**src/rtl/svm_rom_sequencer_pkg.sv**
```systemverilog
// Shared types and default sizing for the SVM ROM row sequencer.
// The optional CEB gating is selected by SVM_SEQ_CEB_GATE_EN in the top module.
package svm_seq_pkg;

  localparam int SVM_ROM_DEPTH     = 1024;
  localparam int SVM_LOG_ROM_DEPTH = $clog2(SVM_ROM_DEPTH);

  typedef enum logic [1:0] {
    S_IDLE  = 2'd0,
    S_RUN   = 2'd1,
    S_DRAIN = 2'd2,
    S_DONE  = 2'd3
  } seq_state_e;

endpackage

```
**src/rtl/svm_rom_sequencer_if.sv**
```systemverilog
// Control, ROM-address and row-output signals of the SVM ROM sequencer.
// The sequencer takes the slave view; the controller/consumer side takes master.
interface svm_rom_sequencer_if
  import svm_seq_pkg::*;
#(
  parameter int LOG_ROM_DEPTH = SVM_LOG_ROM_DEPTH
);
  logic                     start;
  logic [LOG_ROM_DEPTH:0]   num_sv;
  logic                     start_ready;
  logic [LOG_ROM_DEPTH-1:0] rom_addr;
  logic                     rom_ceb;
  logic                     out_valid;
  logic                     out_ready;
  logic [LOG_ROM_DEPTH-1:0] out_index;
  logic                     out_last;
  logic                     done;

  modport master (
    output start, num_sv, out_ready,
    input  start_ready, rom_addr, rom_ceb, out_valid, out_index, out_last, done
  );

  modport slave (
    input  start, num_sv, out_ready,
    output start_ready, rom_addr, rom_ceb, out_valid, out_index, out_last, done
  );
endinterface

```
**src/rtl/svm_rom_sequencer.sv**
```systemverilog
// Sweeps ROM rows 0..num_sv-1 through a 1-cycle-latency ROM with a valid/ready output.
// Define SVM_SEQ_CEB_GATE_EN to drive rom_ceb low only on address-issue cycles.
module svm_rom_sequencer
  import svm_seq_pkg::*;
#(
  parameter int ROM_DEPTH     = SVM_ROM_DEPTH,
  parameter int LOG_ROM_DEPTH = $clog2(ROM_DEPTH)
) (
  input  logic                  clk,
  input  logic                  rst,
  svm_rom_sequencer_if.slave    bus
);

  localparam int CW = LOG_ROM_DEPTH + 1;
  typedef logic [CW-1:0] cnt_t;
  localparam cnt_t DEPTH_C = cnt_t'(ROM_DEPTH);

  seq_state_e               state_q, state_d;
  cnt_t                     issue_cnt_q, issue_cnt_d;
  cnt_t                     num_q, num_d;
  logic [LOG_ROM_DEPTH-1:0] out_index_q, out_index_d;
  logic                     out_valid_q, out_valid_d;
  logic                     out_last_q, out_last_d;
  logic                     done_q, done_d;
  logic                     start_ready_q, start_ready_d;

  logic stall, issue, transfer, accept, last_issue;

  always_comb begin
    stall      = out_valid_q && !bus.out_ready;
    transfer   = out_valid_q && bus.out_ready;
    issue      = (state_q == S_RUN) && !stall;
    accept     = bus.start && start_ready_q && !rst;
    last_issue = (issue_cnt_q == (num_q - cnt_t'(1)));
  end

  always_comb begin
    state_d     = state_q;
    issue_cnt_d = issue_cnt_q;
    num_d       = num_q;
    out_index_d = out_index_q;
    out_valid_d = out_valid_q;
    out_last_d  = out_last_q;

    if (transfer) begin
      out_valid_d = 1'b0;
      out_last_d  = 1'b0;
    end

    case (state_q)
      S_IDLE: begin
        if (accept) begin
          if (bus.num_sv == '0) begin
            state_d = S_DONE;
          end else begin
            num_d       = (bus.num_sv > DEPTH_C) ? DEPTH_C : bus.num_sv;
            issue_cnt_d = '0;
            state_d     = S_RUN;
          end
        end
      end
      S_RUN: begin
        if (issue) begin
          out_valid_d = 1'b1;
          out_index_d = issue_cnt_q[LOG_ROM_DEPTH-1:0];
          out_last_d  = last_issue;
          // Counter parks on the final row so the address never wraps past ROM_DEPTH-1.
          if (last_issue) begin
            state_d = S_DRAIN;
          end else begin
            issue_cnt_d = issue_cnt_q + cnt_t'(1);
          end
        end
      end
      S_DRAIN: begin
        if (!out_valid_q) begin
          state_d = S_DONE;
        end
      end
      S_DONE: begin
        state_d = S_IDLE;
      end
      default: begin
        state_d = S_IDLE;
      end
    endcase

    done_d        = (state_d == S_DONE);
    start_ready_d = (state_d == S_IDLE);
  end

  always_ff @(posedge clk) begin
    if (rst) begin
      state_q       <= S_IDLE;
      issue_cnt_q   <= '0;
      num_q         <= '0;
      out_index_q   <= '0;
      out_valid_q   <= 1'b0;
      out_last_q    <= 1'b0;
      done_q        <= 1'b0;
      start_ready_q <= 1'b1;
    end else begin
      state_q       <= state_d;
      issue_cnt_q   <= issue_cnt_d;
      num_q         <= num_d;
      out_index_q   <= out_index_d;
      out_valid_q   <= out_valid_d;
      out_last_q    <= out_last_d;
      done_q        <= done_d;
      start_ready_q <= start_ready_d;
    end
  end

  // Re-presenting the held row's address keeps mem_out stable through a stall.
  assign bus.rom_addr    = stall ? out_index_q : issue_cnt_q[LOG_ROM_DEPTH-1:0];
  assign bus.start_ready = start_ready_q && !rst;
  assign bus.out_valid   = out_valid_q;
  assign bus.out_index   = out_index_q;
  assign bus.out_last    = out_last_q;
  assign bus.done        = done_q;

`ifdef SVM_SEQ_CEB_GATE_EN
  assign bus.rom_ceb = !issue;
`else
  assign bus.rom_ceb = 1'b0;
`endif

endmodule

```
**src/flat_wrapper.sv**
```systemverilog
// flat-port wrapper written by rule: the top's interface ports become plain ports
module svm_rom_sequencer_flat import svm_seq_pkg::*;
#(
  parameter int ROM_DEPTH     = SVM_ROM_DEPTH,
  parameter int LOG_ROM_DEPTH = $clog2(ROM_DEPTH)
)
  (clk, rst, bus_start, bus_num_sv, bus_out_ready, bus_start_ready, bus_rom_addr, bus_rom_ceb, bus_out_valid, bus_out_index, bus_out_last, bus_done);
  svm_rom_sequencer_if #(.LOG_ROM_DEPTH(LOG_ROM_DEPTH)) bus_i ();
  input  logic clk;
  input  logic rst;
  input wire logic [$bits(bus_i.start)-1:0] bus_start;
  input wire logic [$bits(bus_i.num_sv)-1:0] bus_num_sv;
  input wire logic [$bits(bus_i.out_ready)-1:0] bus_out_ready;
  output wire logic [$bits(bus_i.start_ready)-1:0] bus_start_ready;
  output wire logic [$bits(bus_i.rom_addr)-1:0] bus_rom_addr;
  output wire logic [$bits(bus_i.rom_ceb)-1:0] bus_rom_ceb;
  output wire logic [$bits(bus_i.out_valid)-1:0] bus_out_valid;
  output wire logic [$bits(bus_i.out_index)-1:0] bus_out_index;
  output wire logic [$bits(bus_i.out_last)-1:0] bus_out_last;
  output wire logic [$bits(bus_i.done)-1:0] bus_done;
  assign bus_i.start = bus_start;
  assign bus_i.num_sv = bus_num_sv;
  assign bus_i.out_ready = bus_out_ready;
  assign bus_start_ready = bus_i.start_ready;
  assign bus_rom_addr = bus_i.rom_addr;
  assign bus_rom_ceb = bus_i.rom_ceb;
  assign bus_out_valid = bus_i.out_valid;
  assign bus_out_index = bus_i.out_index;
  assign bus_out_last = bus_i.out_last;
  assign bus_done = bus_i.done;
  svm_rom_sequencer #(.ROM_DEPTH(ROM_DEPTH), .LOG_ROM_DEPTH(LOG_ROM_DEPTH)) u_core (.clk(clk), .rst(rst), .bus(bus_i));
endmodule
```
**config.mk**
```make
export PLATFORM = sky130hd
export DESIGN_NAME = svm_rom_sequencer_flat
export DESIGN_NICKNAME = d
export VERILOG_FILES = /design/src/rtl/svm_rom_sequencer_pkg.sv /design/src/rtl/svm_rom_sequencer_if.sv /design/src/rtl/svm_rom_sequencer.sv /design/src/flat_wrapper.sv
export SDC_FILE = /design/constraint.sdc
export NUM_CORES = 1
export LEC_CHECK = 0
export ABC_AREA = 0
export CAP_MARGIN = 20
export CELL_PAD_IN_SITES_DETAIL_PLACEMENT = 0
export CELL_PAD_IN_SITES_GLOBAL_PLACEMENT = 1
export CORE_MARGIN = 5
export CORE_UTILIZATION = 30
export DETAILED_ROUTE_END_ITERATION = 12
export PLACE_DENSITY = 0.76
export RECOVER_POWER = 25
export SLEW_MARGIN = 20
export SYNTH_ARGS = -nofsm -noshare
export SYNTH_HDL_FRONTEND = slang
export SYNTH_SLANG_ARGS = --single-unit
```
**constraint.sdc**
```tcl
create_clock -name clk -period 8.5 [get_ports clk]
set_input_delay 1.7 -clock clk [delete_from_list [all_inputs] [get_ports clk]]
set_output_delay 1.7 -clock clk [all_outputs]
set_load 0.1 [all_outputs]
```
Yosys cells after proc, flatten, opt, wreduce, memory -nomap -nowiden
Index checks and enable logic that the tools add are counted.
Widths: inputs -> output; s select.
{"block": "op_classes", "bitwise_logic": 1, "magnitude_cmp": 1, "n_reduce_logical": 16, "n_eq_ne": 9, "muxes": 19, "add_sub_neg": 2}
{"operator": "$mux 11", "count": 5}
{"operator": "$pmux 11 s2", "count": 1}
{"operator": "$add 11x1->11 const B", "count": 1}
{"operator": "$eq 11x11->1", "count": 1}
{"operator": "$gt 11x11->1 const B", "count": 1}
{"operator": "$logic_not 11->1", "count": 1}
{"operator": "$sub 11x1->11 const B", "count": 1}
{"operator": "$mux 10", "count": 1}
{"operator": "$mux 2", "count": 5}
{"operator": "$pmux 2 s4", "count": 1}
{"operator": "$eq 2x2->1 const B", "count": 3}
{"operator": "$logic_and 1x1->1", "count": 6}
{"operator": "$mux 1", "count": 6}
{"operator": "$reduce_and 5->1", "count": 1}
{"operator": "$logic_not 2->1", "count": 2}
{"operator": "$ne 2x1->1 const B", "count": 2}
{"operator": "$ne 2x2->1 const B", "count": 2}
{"operator": "$logic_not 1->1", "count": 3}
{"operator": "$reduce_and 3->1", "count": 1}
{"operator": "$eq 2x1->1 const B", "count": 1}
{"operator": "$reduce_and 2->1", "count": 1}
{"operator": "$reduce_bool 2->1", "count": 1}
{"operator": "$not 1->1", "count": 1}
{"block": "totals", "out_inout_bits": 25, "inputBits": 15, "register_bits": 38, "word_cells": 56}

Logic depth before layout (Yosys ltp)
Gate-level depths: netlist of run 1.
{"block": "depth", "ltp_word": 7, "ltp_mapped": 12, "ltp_nobuf": 9}

Least setup slack after synthesis of run 1
OpenSTA, ideal clock, no wires.
{"block": "synth_timing", "kind": "in2out", "start": "in bus_out_ready", "end": "out bus_rom_addr[4]", "path_buffers": 2, "required_ns": 6.800, "cell_stages": 4, "arrival_time_ns": 4.418, "path_slack_ns": 2.382, "path_cell_list": "and2b_2 > clkbuf_1 > clkbuf_1 > o21ai_0"}
{"block": "synth_via", "elab_chain_len": 3}
{"item": "start, declared", "line_no": "flat_wrapper.sv:13", "source": "input wire logic [$bits(bus_i.out_ready)-1:0] bus_out_ready;"}
{"item": "$logic_not 1->1", "line_no": "svm_rom_sequencer.sv:30", "source": "stall = out_valid_q && !bus.out_ready;"}
{"item": "$logic_and 1x1->1", "line_no": "svm_rom_sequencer.sv:30"}
{"item": "$mux 10", "line_no": "svm_rom_sequencer.sv:115", "source": "assign bus.rom_addr = stall ? out_index_q : issue_cnt_q[LOG_ROM_DEPTH-1:0];"}
{"item": "end, declared", "line_no": "flat_wrapper.sv:15", "source": "output wire logic [$bits(bus_i.rom_addr)-1:0] bus_rom_addr;"}
Every way passes these cells.

Worst setup path in the final report of run 1
{"block": "layout_timing", "start": "in bus_out_ready", "end": "out bus_rom_addr[1]"}
Same word-level chain as after synthesis.

==> results of run 1 <==
-- synthesized netlist by cell type, types with 3 or more instances --
master and n:
a21o_1 3, a21oi_1 24, a22o_1 7, a22oi_1 4
and3_1 5, and3_2 6, buf_6 3, clkbuf_1 11
dfxtp_1 38, inv_1 10, mux2_2 4, nand2_1 40
nand2b_1 5, nand3_1 5, nand3b_1 3, nand4_1 3
nor2_1 16, nor3_1 5, nor4_1 5, o21a_1 6
o21ai_0 8, xnor2_1 12
-- cell families after synthesis --
logic type	count (synthesis)
AOI/OAI and AO/OA	66
xor gates and xnor gates	14
adders and majority gates	2
buffers and inverters	27
DFF	38
muxes	6
other	1
and+or+nand+nor	113
-- stage by stage --
| stage | area (um2) | cells |
|---|---|---|
| floorplan | 2170 | 267 |
| global placement | 2580 | 387 |
| detailed placement | 2580 | 387 |
| CTS | 2690 | 395 |
| global route | 2690 | 395 |
| finish | 2690 | 395 |
-- worst max-delay path, stage by stage --
cell and delay, ns:
dlygate4sd3_1 0.52, and2b_1 0.57, mux2_2 0.26, clkdlybuf4s50_1 1.13
-- state kept, by name (all words and copies together), names as in the netlist --
| signal | flops |
|---|---|
| u_core.bus.out_last | 1 |
| u_core.num_q | 11 |
| u_core.state_q | 2 |
| u_core.bus.out_valid | 1 |
| u_core.bus.out_index | 10 |
| u_core.bus.done | 1 |
| u_core.issue_cnt_q | 11 |
| u_core.start_ready_q | 1 |
-- final cells by class --
type	instances	area (um2)	share of cell area, %
well taps	99	124	4.60
clock buffers	7	76.3	2.84
repair buffers	38	380	14.1
multi-input cells	202	1280	47.6
clock inverters	1	30.0	1.12
inverters	10	37.5	1.40
flip-flops and latches	38	761	28.3
-- worst min-delay path by stage --
stage / startpoint / endpoint / slack [ns] / depth (start not counted)
6_report: u_core.bus.out_index[3]$_SDFFE_PP0P_ / u_core.bus.out_index[3]$_SDFFE_PP0P_ / 0.47 / 2
5_1_grt: u_core.bus.out_index[3]$_SDFFE_PP0P_ / u_core.bus.out_index[3]$_SDFFE_PP0P_ / 0.50 / 2
4_1_cts: u_core.bus.out_index[3]$_SDFFE_PP0P_ / u_core.bus.out_index[3]$_SDFFE_PP0P_ / 0.48 / 2
3_5_place_dp: u_core.bus.out_index[0]$_SDFFE_PP0P_ / u_core.bus.out_index[0]$_SDFFE_PP0P_ / 0.46 / 2
3_3_place_gp: u_core.bus.out_index[1]$_SDFFE_PP0P_ / u_core.bus.out_index[1]$_SDFFE_PP0P_ / 0.46 / 2
2_1_floorplan: u_core.issue_cnt_q[9]$_SDFFE_PP0P_ / u_core.bus.out_index[9]$_SDFFE_PP0P_ / 0.46 / 2
-- power groups by stage --
stage	logic, mW	registers, mW	clock network (mW)
3_5_place_dp	0.0734	0.192	0
6_report	0.0732	0.187	0.149
5_1_grt	0.0799	0.188	0.162
3_3_place_gp	0.0726	0.191	0
4_1_cts	0.0738	0.187	0.155
2_1_floorplan	0.0570	0.192	0
-- layer usage --
metal  up-vias  wire [um]  share of wire, %
met1       905       2460                47
met4         0         68               1.3
met3         7        213               4.1
met5         -          0                 0
met2        28       2520                48
li1       1002          -                 -
==> results.json, run 1 <==
{
  "fp.dieW_um": 95.1,
  "r2r-end": "u_core.issue_cnt_q[8]$_SDFFE_PP0P_",
  "grt_antenna_before_repair": 0,
  "die_h_um": 95.1,
  "p_per_area_nw_per_um2": 152,
  "drive_gt1_share_pct": 8.78,
  "post-route-util_pct": 37.7,
  "synth-async-reset-ratio_pct": 0,
  "synth_top_family_by_area": "simple AND/OR/NAND/NOR gates",
  "coreArea_um2": 7140,
  "p_clk_share_pct": 36.4,
  "top_usage_layer": "met2",
  "start_util_pct": 30.4,
  "status": "finished, final reports clean",
  "layout_setup_ws_ns": 2.61,
  "synth_compound_gate_area_share_pct": 20.9,
  "grt_pass1_wl_um": 8800,
  "synth_adder_area_share_pct": 1.15,
  "p_int_uw": 298,
  "cp-endpoint": "bus_rom_addr[1]",
  "place.gp.congestion": 0.774,
  "skew_ns": 0.00680,
  "arrival_ns": 4.19,
  "met3_usage_pct": 3.16,
  "rows": 31,
  "clock_latency_ns": 0.29,
  "grt_overflow_total": 0,
  "place_ws_ns": 2.61,
  "p_leak_nw": 0.968,
  "slew_violations": 0,
  "rsz0062_at_grt": "no",
  "nets": 312,
  "synthXorXnorAreaFrac_pct": 5.65,
  "antenna_cells": 0,
  "wl_per_cell_um": 13.3,
  "period_share_pct": 69.3,
  "layout_common_cells": "nand2_1 (40), dfxtp_1 (38), clkdlybuf4s50_1 (33)",
  "reg2reg_from": "u_core.num_q[0]$_SDFFE_PP0P_",
  "syn_nets": 284,
  "hp-class": "register to register",
  "io_pins": 40,
  "p_seq_share_pct": 45.7,
  "cp-start-kind": "input port",
  "cts_root_buffer": "clkbuf_8",
  "rrSetupSlack_ns": 5.09,
  "drc_errors": 0,
  "cts_max_level": 2,
  "mostFrequentLayoutCell": "nand2_1",
  "nFillCells": 765,
  "sw_frac_of_total_pct": 27.3,
  "timing.hold.ws_ns": 0.471,
  "cp-startpoint": "bus_out_ready",
  "vdd_drop_max_mv": 0.0777,
  "tightest_slew_ns": 0.978,
  "finalSetupViolCount": 0,
  "port_buffers": 38,
  "rr_worst_depth": 9,
  "vias": 1942,
  "drt-initial-drc-count": 64,
  "routed_via_density": 4.92,
  "cp_data_required_time_ns": 6.80,
  "die-area_um2": 9040,
  "fin_crit_ns": 5.89,
  "synth_edf_count": 0,
  "fmax_mhz": 170,
  "slew_headroom_pct": 34.6,
  "crit_path_end_kind": "output port",
  "synth_flop_cell": "dfxtp_1",
  "clk_pin_slew_ns": 0.07,
  "hold_buffers": 0,
  "synth_top_cell_by_area": "dfxtp_1",
  "cts.repair.resized": 0,
  "synth_area_um2": 2170,
  "path_class": "input port to output port",
  "maxCapViolations": 0,
  "avgSynthCellArea_um2": 8.14,
  "drt-total-wl_um": 5260,
  "worstPathMaxFanout": 20,
  "numClockSinks": 38,
  "cts_tree": "done",
  "yosysTopAreaCellShare_pct": 35.0,
  "finalHoldViolCount": 0,
  "track_usage_pct": 12.2,
  "grt_use_met2_pct": 20.5,
  "numCtsBuffers": 5,
  "ys_warn_count": 0,
  "area.growth.synth_to_final_pct": 23.8,
  "grt_max_degree": 25,
  "synth-simple-area-share_pct": 28.2,
  "power.share.combinational_pct": 17.9,
  "hpwl_um": 3920,
  "firstDrtPassIters": 4,
  "synth_seq_cells": 38,
  "met1_usage_pct": 15.4,
  "yosys-mux-area-fraction_pct": 3.00,
  "tns_ns": 0,
  "yosys.cell_types.count": 56,
  "cts_buffer_depth": 2,
  "synthesis.instances": 267,
  "total_power_uw": 410,
  "yosysSeqAreaShare_pct": 35.0,
  "grt_pass1_vias": 1854,
  "post-cts-setup-buffers": 0,
  "ant_nets": 0,
  "ys_top_cells_by_area": "dfxtp_1 (35%), nand2_1 (6.9%), a21oi_1 (5.5%), xnor2_1 (4.8%), a22o_1 (2.8%)",
  "p_switching_uw": 112
}
Power figures use the tool's default switching activity.
==> run 2, diff against run 1 <==
==> constraint.sdc (replaced) <==
create_clock -name clk -period 6 [get_ports clk]
set_input_delay 1.2 -clock clk [delete_from_list [all_inputs] [get_ports clk]]
set_output_delay 1.2 -clock clk [all_outputs]
set_load 0.1 [all_outputs]
==> run 2 against run 1 <==
Net effect:
- routed wire length grew 0.61%
- global-route usage increased by 0.28 points
- via count is 0.57% lower
- power up 43%
- combinational power grew 41%
- clock power increased by 47%
- hold slack lost 0.0046 ns
- core utilization hardly changed
==> results.json, run 2 (synthesis gave the netlist of run 1 again) <==
{
  "status": "finished, final reports clean",
  "cp-start-kind": "input port",
  "period_share_pct": 81.5,
  "drive_gt1_share_pct": 9.12,
  "die-area_um2": 9040,
  "worstPathMaxFanout": 20,
  "post-cts-setup-buffers": 0,
  "drt-total-wl_um": 5290,
  "fin_crit_ns": 4.89,
  "reg2reg_from": "u_core.num_q[0]$_SDFFE_PP0P_",
  "nFillCells": 765,
  "rrSetupSlack_ns": 2.60,
  "hp-class": "register to register",
  "cp_data_required_time_ns": 4.80,
  "numCtsBuffers": 5,
  "path_class": "input port to output port",
  "arrival_ns": 3.69,
  "hold_buffers": 0,
  "hp-start": "u_core.bus.out_index[4]$_SDFFE_PP0P_",
  "skew_ns": 0.0100,
  "firstDrtPassIters": 4,
  "clock_latency_ns": 0.30,
  "grt_pass1_vias": 1843,
  "area.growth.synth_to_final_pct": 23.7,
  "cts_buffer_depth": 2,
  "cp-startpoint": "bus_out_ready",
  "drc_errors": 0,
  "coreArea_um2": 7140,
  "fp.dieW_um": 95.1,
  "start_util_pct": 30.4,
  "maxCapViolations": 0,
  "finalHoldViolCount": 0,
  "p_leak_nw": 0.969,
  "tightest_slew_ns": 0.993,
  "vias": 1931,
  "ant_nets": 0,
  "die_h_um": 95.1,
  "port_buffers": 38,
  "slew_headroom_pct": 33.6,
  "layout_setup_ws_ns": 1.11,
  "vdd_drop_max_mv": 0.113,
  "layout_common_cells": "nand2_1 (40), dfxtp_1 (38), clkdlybuf4s50_1 (32)",
  "fmax_mhz": 205,
  "grt_max_degree": 25,
  "wl_per_cell_um": 13.4,
  "mostFrequentLayoutCell": "nand2_1",
  "rsz0062_at_grt": "no",
  "drt-initial-drc-count": 95,
  "cts_root_buffer": "clkbuf_8",
  "p_per_area_nw_per_um2": 219,
  "crit_path_end_kind": "output port",
  "cts_tree": "done",
  "slew_violations": 0,
  "post-route-util_pct": 37.7,
  "hpwl_um": 3950,
  "finalSetupViolCount": 0,
  "antenna_cells": 0,
  "grt_overflow_total": 0,
  "routed_via_density": 4.89,
  "cts_max_level": 2,
  "numClockSinks": 38,
  "cts.repair.resized": 0,
  "clk_pin_slew_ns": 0.08,
  "tns_ns": 0,
  "rows": 31,
  "nets": 312,
  "place_ws_ns": 1.42,
  "place.gp.congestion": 0.806,
  "grt_pass1_wl_um": 8820,
  "grt_antenna_before_repair": 0,
  "io_pins": 40,
  "track_usage_pct": 12.5
}
run 2: cell count changes in the layout (fill, tap and decap cells not counted), sizes merged:
cell,delta
buf,+1
clkdlybuf4s50,-1
run 2: final cells by class:
type	instances	area [um2]	area share, %
clock buffer	7	76.3	2.84
clock inverter	1	30.0	1.12
inverter	10	37.5	1.40
multi-input combinational	202	1280	47.7
sequential	38	761	28.3
tap	99	124	4.61
timing repair buffer	38	378	14.1
run 2: worst max-delay path: stages:
cell,delay [ns]
dlygate4sd3_1,0.52
and2b_1,0.57
mux2_2,0.26
clkdlybuf4s50_1,1.12
run 2: stage by stage:
| stage | hold WS (ns) | instances | power (mW) | instance area, um2 |
|---|---|---|---|---|
| after floorplan | 0.459 | 267 | 0.352 | 2170 |
| after global placement | 0.458 | 387 | 0.374 | 2580 |
| after detailed placement | 0.461 | 387 | 0.375 | 2580 |
| after CTS | 0.472 | 395 | 0.596 | 2690 |
| after global routing | 0.499 | 395 | 0.617 | 2690 |
| final | 0.466 | 395 | 0.588 | 2690 |
run 2: metal layers:
metal	vias up	track usage, %	wire (um)
met3	7	3.24	154
met1	894	15.8	2520
li1	1007	-	-
met2	23	20.6	2550
met5	-	0	0
met4	0	4.33	70
run 2: power by group:
group	internal, mW	switching (mW)	total [mW]	leakage (nW)
Clock	0.125	0.0946	0.219	0.0524
Sequential	0.258	0.00789	0.265	0.307
Combinational	0.0396	0.0636	0.103	0.609
Total	0.422	0.166	0.588	0.969
run 2: worst paths after layout:
check,endpoint,cells past startpoint
setup / recovery,bus_rom_addr[1],4
hold / removal,u_core.bus.out_index[4]$_SDFFE_PP0P_,2
setup reg to reg,u_core.issue_cnt_q[7]$_SDFFE_PP0P_,9
hold reg to reg,u_core.bus.out_index[4]$_SDFFE_PP0P_,2
==> run 3, diff against run 2 <==
--- a/config.mk
+++ b/config.mk
@@ -12,7 +12,7 @@
 export CORE_MARGIN = 5
 export CORE_UTILIZATION = 30
 export DETAILED_ROUTE_END_ITERATION = 12
-export PLACE_DENSITY = 0.76
+export PLACE_DENSITY = 0.78
 export RECOVER_POWER = 25
 export SLEW_MARGIN = 20
 export SYNTH_ARGS = -nofsm -noshare
==> constraint.sdc (replaced) <==
create_clock -name clk -period 4.1 [get_ports clk]
set_input_delay 0.82 -clock clk [delete_from_list [all_inputs] [get_ports clk]]
set_output_delay 0.82 -clock clk [all_outputs]
set_load 0.1 [all_outputs]
==> run 3 against run 2 <==
Net effect:
- die area stayed put
- worst setup slack worse by 0.41 ns
- critical endpoint unchanged
- register-to-register slack worse by 1.9 ns
==> results.json, run 3 (synthesis gave the netlist of run 1 again) <==
{
  "mostFrequentLayoutCell": "nand2_1",
  "crit_path_end_kind": "output port",
  "maxCapViolations": 0,
  "rr_worst_depth": 9,
  "fmax_mhz": 294,
  "post-cts-setup-buffers": 0,
  "wl_per_cell_um": 13.5,
  "coreArea_um2": 7140,
  "vdd_drop_max_mv": 0.136,
  "fin_crit_ns": 3.40,
  "p_clk_share_pct": 33.1,
  "cts_max_level": 2,
  "hold_buffers": 0,
  "place_ws_ns": 0.782,
  "skew_ns": 0.0119,
  "cts_root_buffer": "clkbuf_8",
  "finalHoldViolCount": 0,
  "layout_setup_ws_ns": 0.695,
  "rows": 31,
  "antenna_cells": 0,
  "cp-start-kind": "input port",
  "hp-start": "u_core.bus.out_index[3]$_SDFFE_PP0P_",
  "tightest_slew_ns": 0.970,
  "crit_buf_inv": 2,
  "grt_pass1_wl_um": 9250,
  "path_cells": "dlygate4sd3_1 > and2b_1 > mux2_2 > buf_4",
  "total_power_uw": 816,
  "hold_depth": 2,
  "io_pins": 40,
  "drc_errors": 0,
  "numCtsBuffers": 5,
  "dp.cells": 391,
  "p_per_area_nw_per_um2": 303,
  "port_buffers": 38,
  "cpLargestDelayFamily": "buffers and inverters",
  "p_seq_share_pct": 47.6,
  "drt-total-wl_um": 5370,
  "period_share_pct": 83.0,
  "grt_antenna_before_repair": 0,
  "area.growth.synth_to_final_pct": 23.8,
  "p_int_uw": 575,
  "r2r-end": "u_core.issue_cnt_q[9]$_SDFFE_PP0P_",
  "worstPathMaxFanout": 20,
  "clock_latency_ns": 0.29,
  "cp_data_required_time_ns": 3.28,
  "die-area_um2": 9040,
  "critPathMaxStageDelay_ns": 0.59,
  "track_usage_pct": 12.9,
  "cts.repair.resized": 0,
  "fp.dieW_um": 95.1,
  "firstDrtPassIters": 4,
  "p_switching_uw": 241,
  "rsz0062_at_grt": "no",
  "arrival_ns": 2.58,
  "numClockSinks": 38,
  "routed_via_density": 4.87,
  "drive_gt1_share_pct": 13.7,
  "fin_cells": 399,
  "nets": 316,
  "hp-class": "register to register",
  "crit_slowest_cell": "and2b_1",
  "slew_violations": 0,
  "rrSetupSlack_ns": 0.74,
  "die_h_um": 95.1,
  "reg2reg_from": "u_core.num_q[0]$_SDFFE_PP0P_",
  "p_leak_nw": 0.994,
  "finalSetupViolCount": 0,
  "drt-initial-drc-count": 86,
  "grt_overflow_total": 0,
  "place.gp.congestion": 0.764,
  "grt_pass1_vias": 1904,
  "clk_pin_slew_ns": 0.08,
  "ant_nets": 0,
  "hpwl_um": 3990,
  "path_class": "input port to output port",
  "power.share.combinational_pct": 19.3,
  "tns_ns": 0,
  "hold_path_end": "u_core.bus.out_index[3]$_SDFFE_PP0P_",
  "layout_common_cells": "nand2_1 (40), dfxtp_1 (38), clkdlybuf4s50_1 (25)",
  "status": "finished, final reports clean",
  "grt_max_degree": 24,
  "slew_headroom_pct": 35.1,
  "vias": 1944,
  "start_util_pct": 30.4,
  "cts_tree": "done",
  "sw_frac_of_total_pct": 29.6,
  "cts_buffer_depth": 2
}
==> run 3: changes by cell type in the layout (fill, tap and decap cells not counted), sizes merged <==
cell	change
buf	+13
bufinv	-1
clkdlybuf4s50	-7
clkinv	+1
clkinvlp	+1
dlygate4sd3	-3
==> run 3: cell type report <==
cell class	count	area, um2
fill	776	4450
multi-input combinational	202	1280
sequential	38	761
timing repair buffer	42	392
tap	99	124
clock buffer	6	82.6
inverter	10	37.5
clock inverter	2	12.5
==> run 3: per-layer routing <==
metal	part of all wire [%]	global-route usage (%)	routed length (um)
met1	47	16.6	2530
met2	48	21.4	2560
met3	3.9	2.92	207
met4	1.2	3.97	67
met5	0	0	0
==> run 3: power by group through the flow <==
stage | combinational, mW | clock [mW] | sequential (mW)
after global routing | 0.174 | 0.301 | 0.390
after floorplan | 0.118 | 0 | 0.397
after CTS | 0.160 | 0.281 | 0.388
after global placement | 0.158 | 0 | 0.397
final | 0.157 | 0.270 | 0.388
after detailed placement | 0.159 | 0 | 0.397
==> run 3: stage by stage <==
stage                     utilization (%)  instance area [um2]  hold slack [ns]
after floorplan                         -                 2170            0.459
after CTS                            37.8                 2700            0.479
after global placement               36.4                 2600            0.458
after detailed placement             36.4                 2600            0.465
after global routing                 37.7                 2690            0.497
final                                37.7                 2690            0.474
==> run 3: how the worst max path moves through the flow <==
stage	from	end	slack [ns]	depth (start not counted)
after floorplan	u_core.bus.out_valid$_SDFF_PP0_	bus_rom_addr[4]	-0.26	4
after global placement	u_core.num_q[0]$_SDFFE_PP0P_	u_core.issue_cnt_q[7]$_SDFFE_PP0P_	0.88	9
after detailed placement	u_core.num_q[0]$_SDFFE_PP0P_	u_core.issue_cnt_q[8]$_SDFFE_PP0P_	0.78	9
after CTS	u_core.num_q[0]$_SDFFE_PP0P_	u_core.issue_cnt_q[9]$_SDFFE_PP0P_	0.77	9
after global routing	bus_out_ready	u_core.issue_cnt_q[9]$_SDFFE_PP0P_	0.55	9
final	bus_out_ready	bus_rom_addr[1]	0.70	4
==> run 3: worst reg2reg max path: cells and delay by family (launching register included) <==
kind / cells / cell delay (ns)
simple gates: 4 / 1.66
compound gates: 3 / 0.86
flops: 1 / 0.39
fa+ha+maj: 1 / 0.26
buf+inv: 1 / 0.09
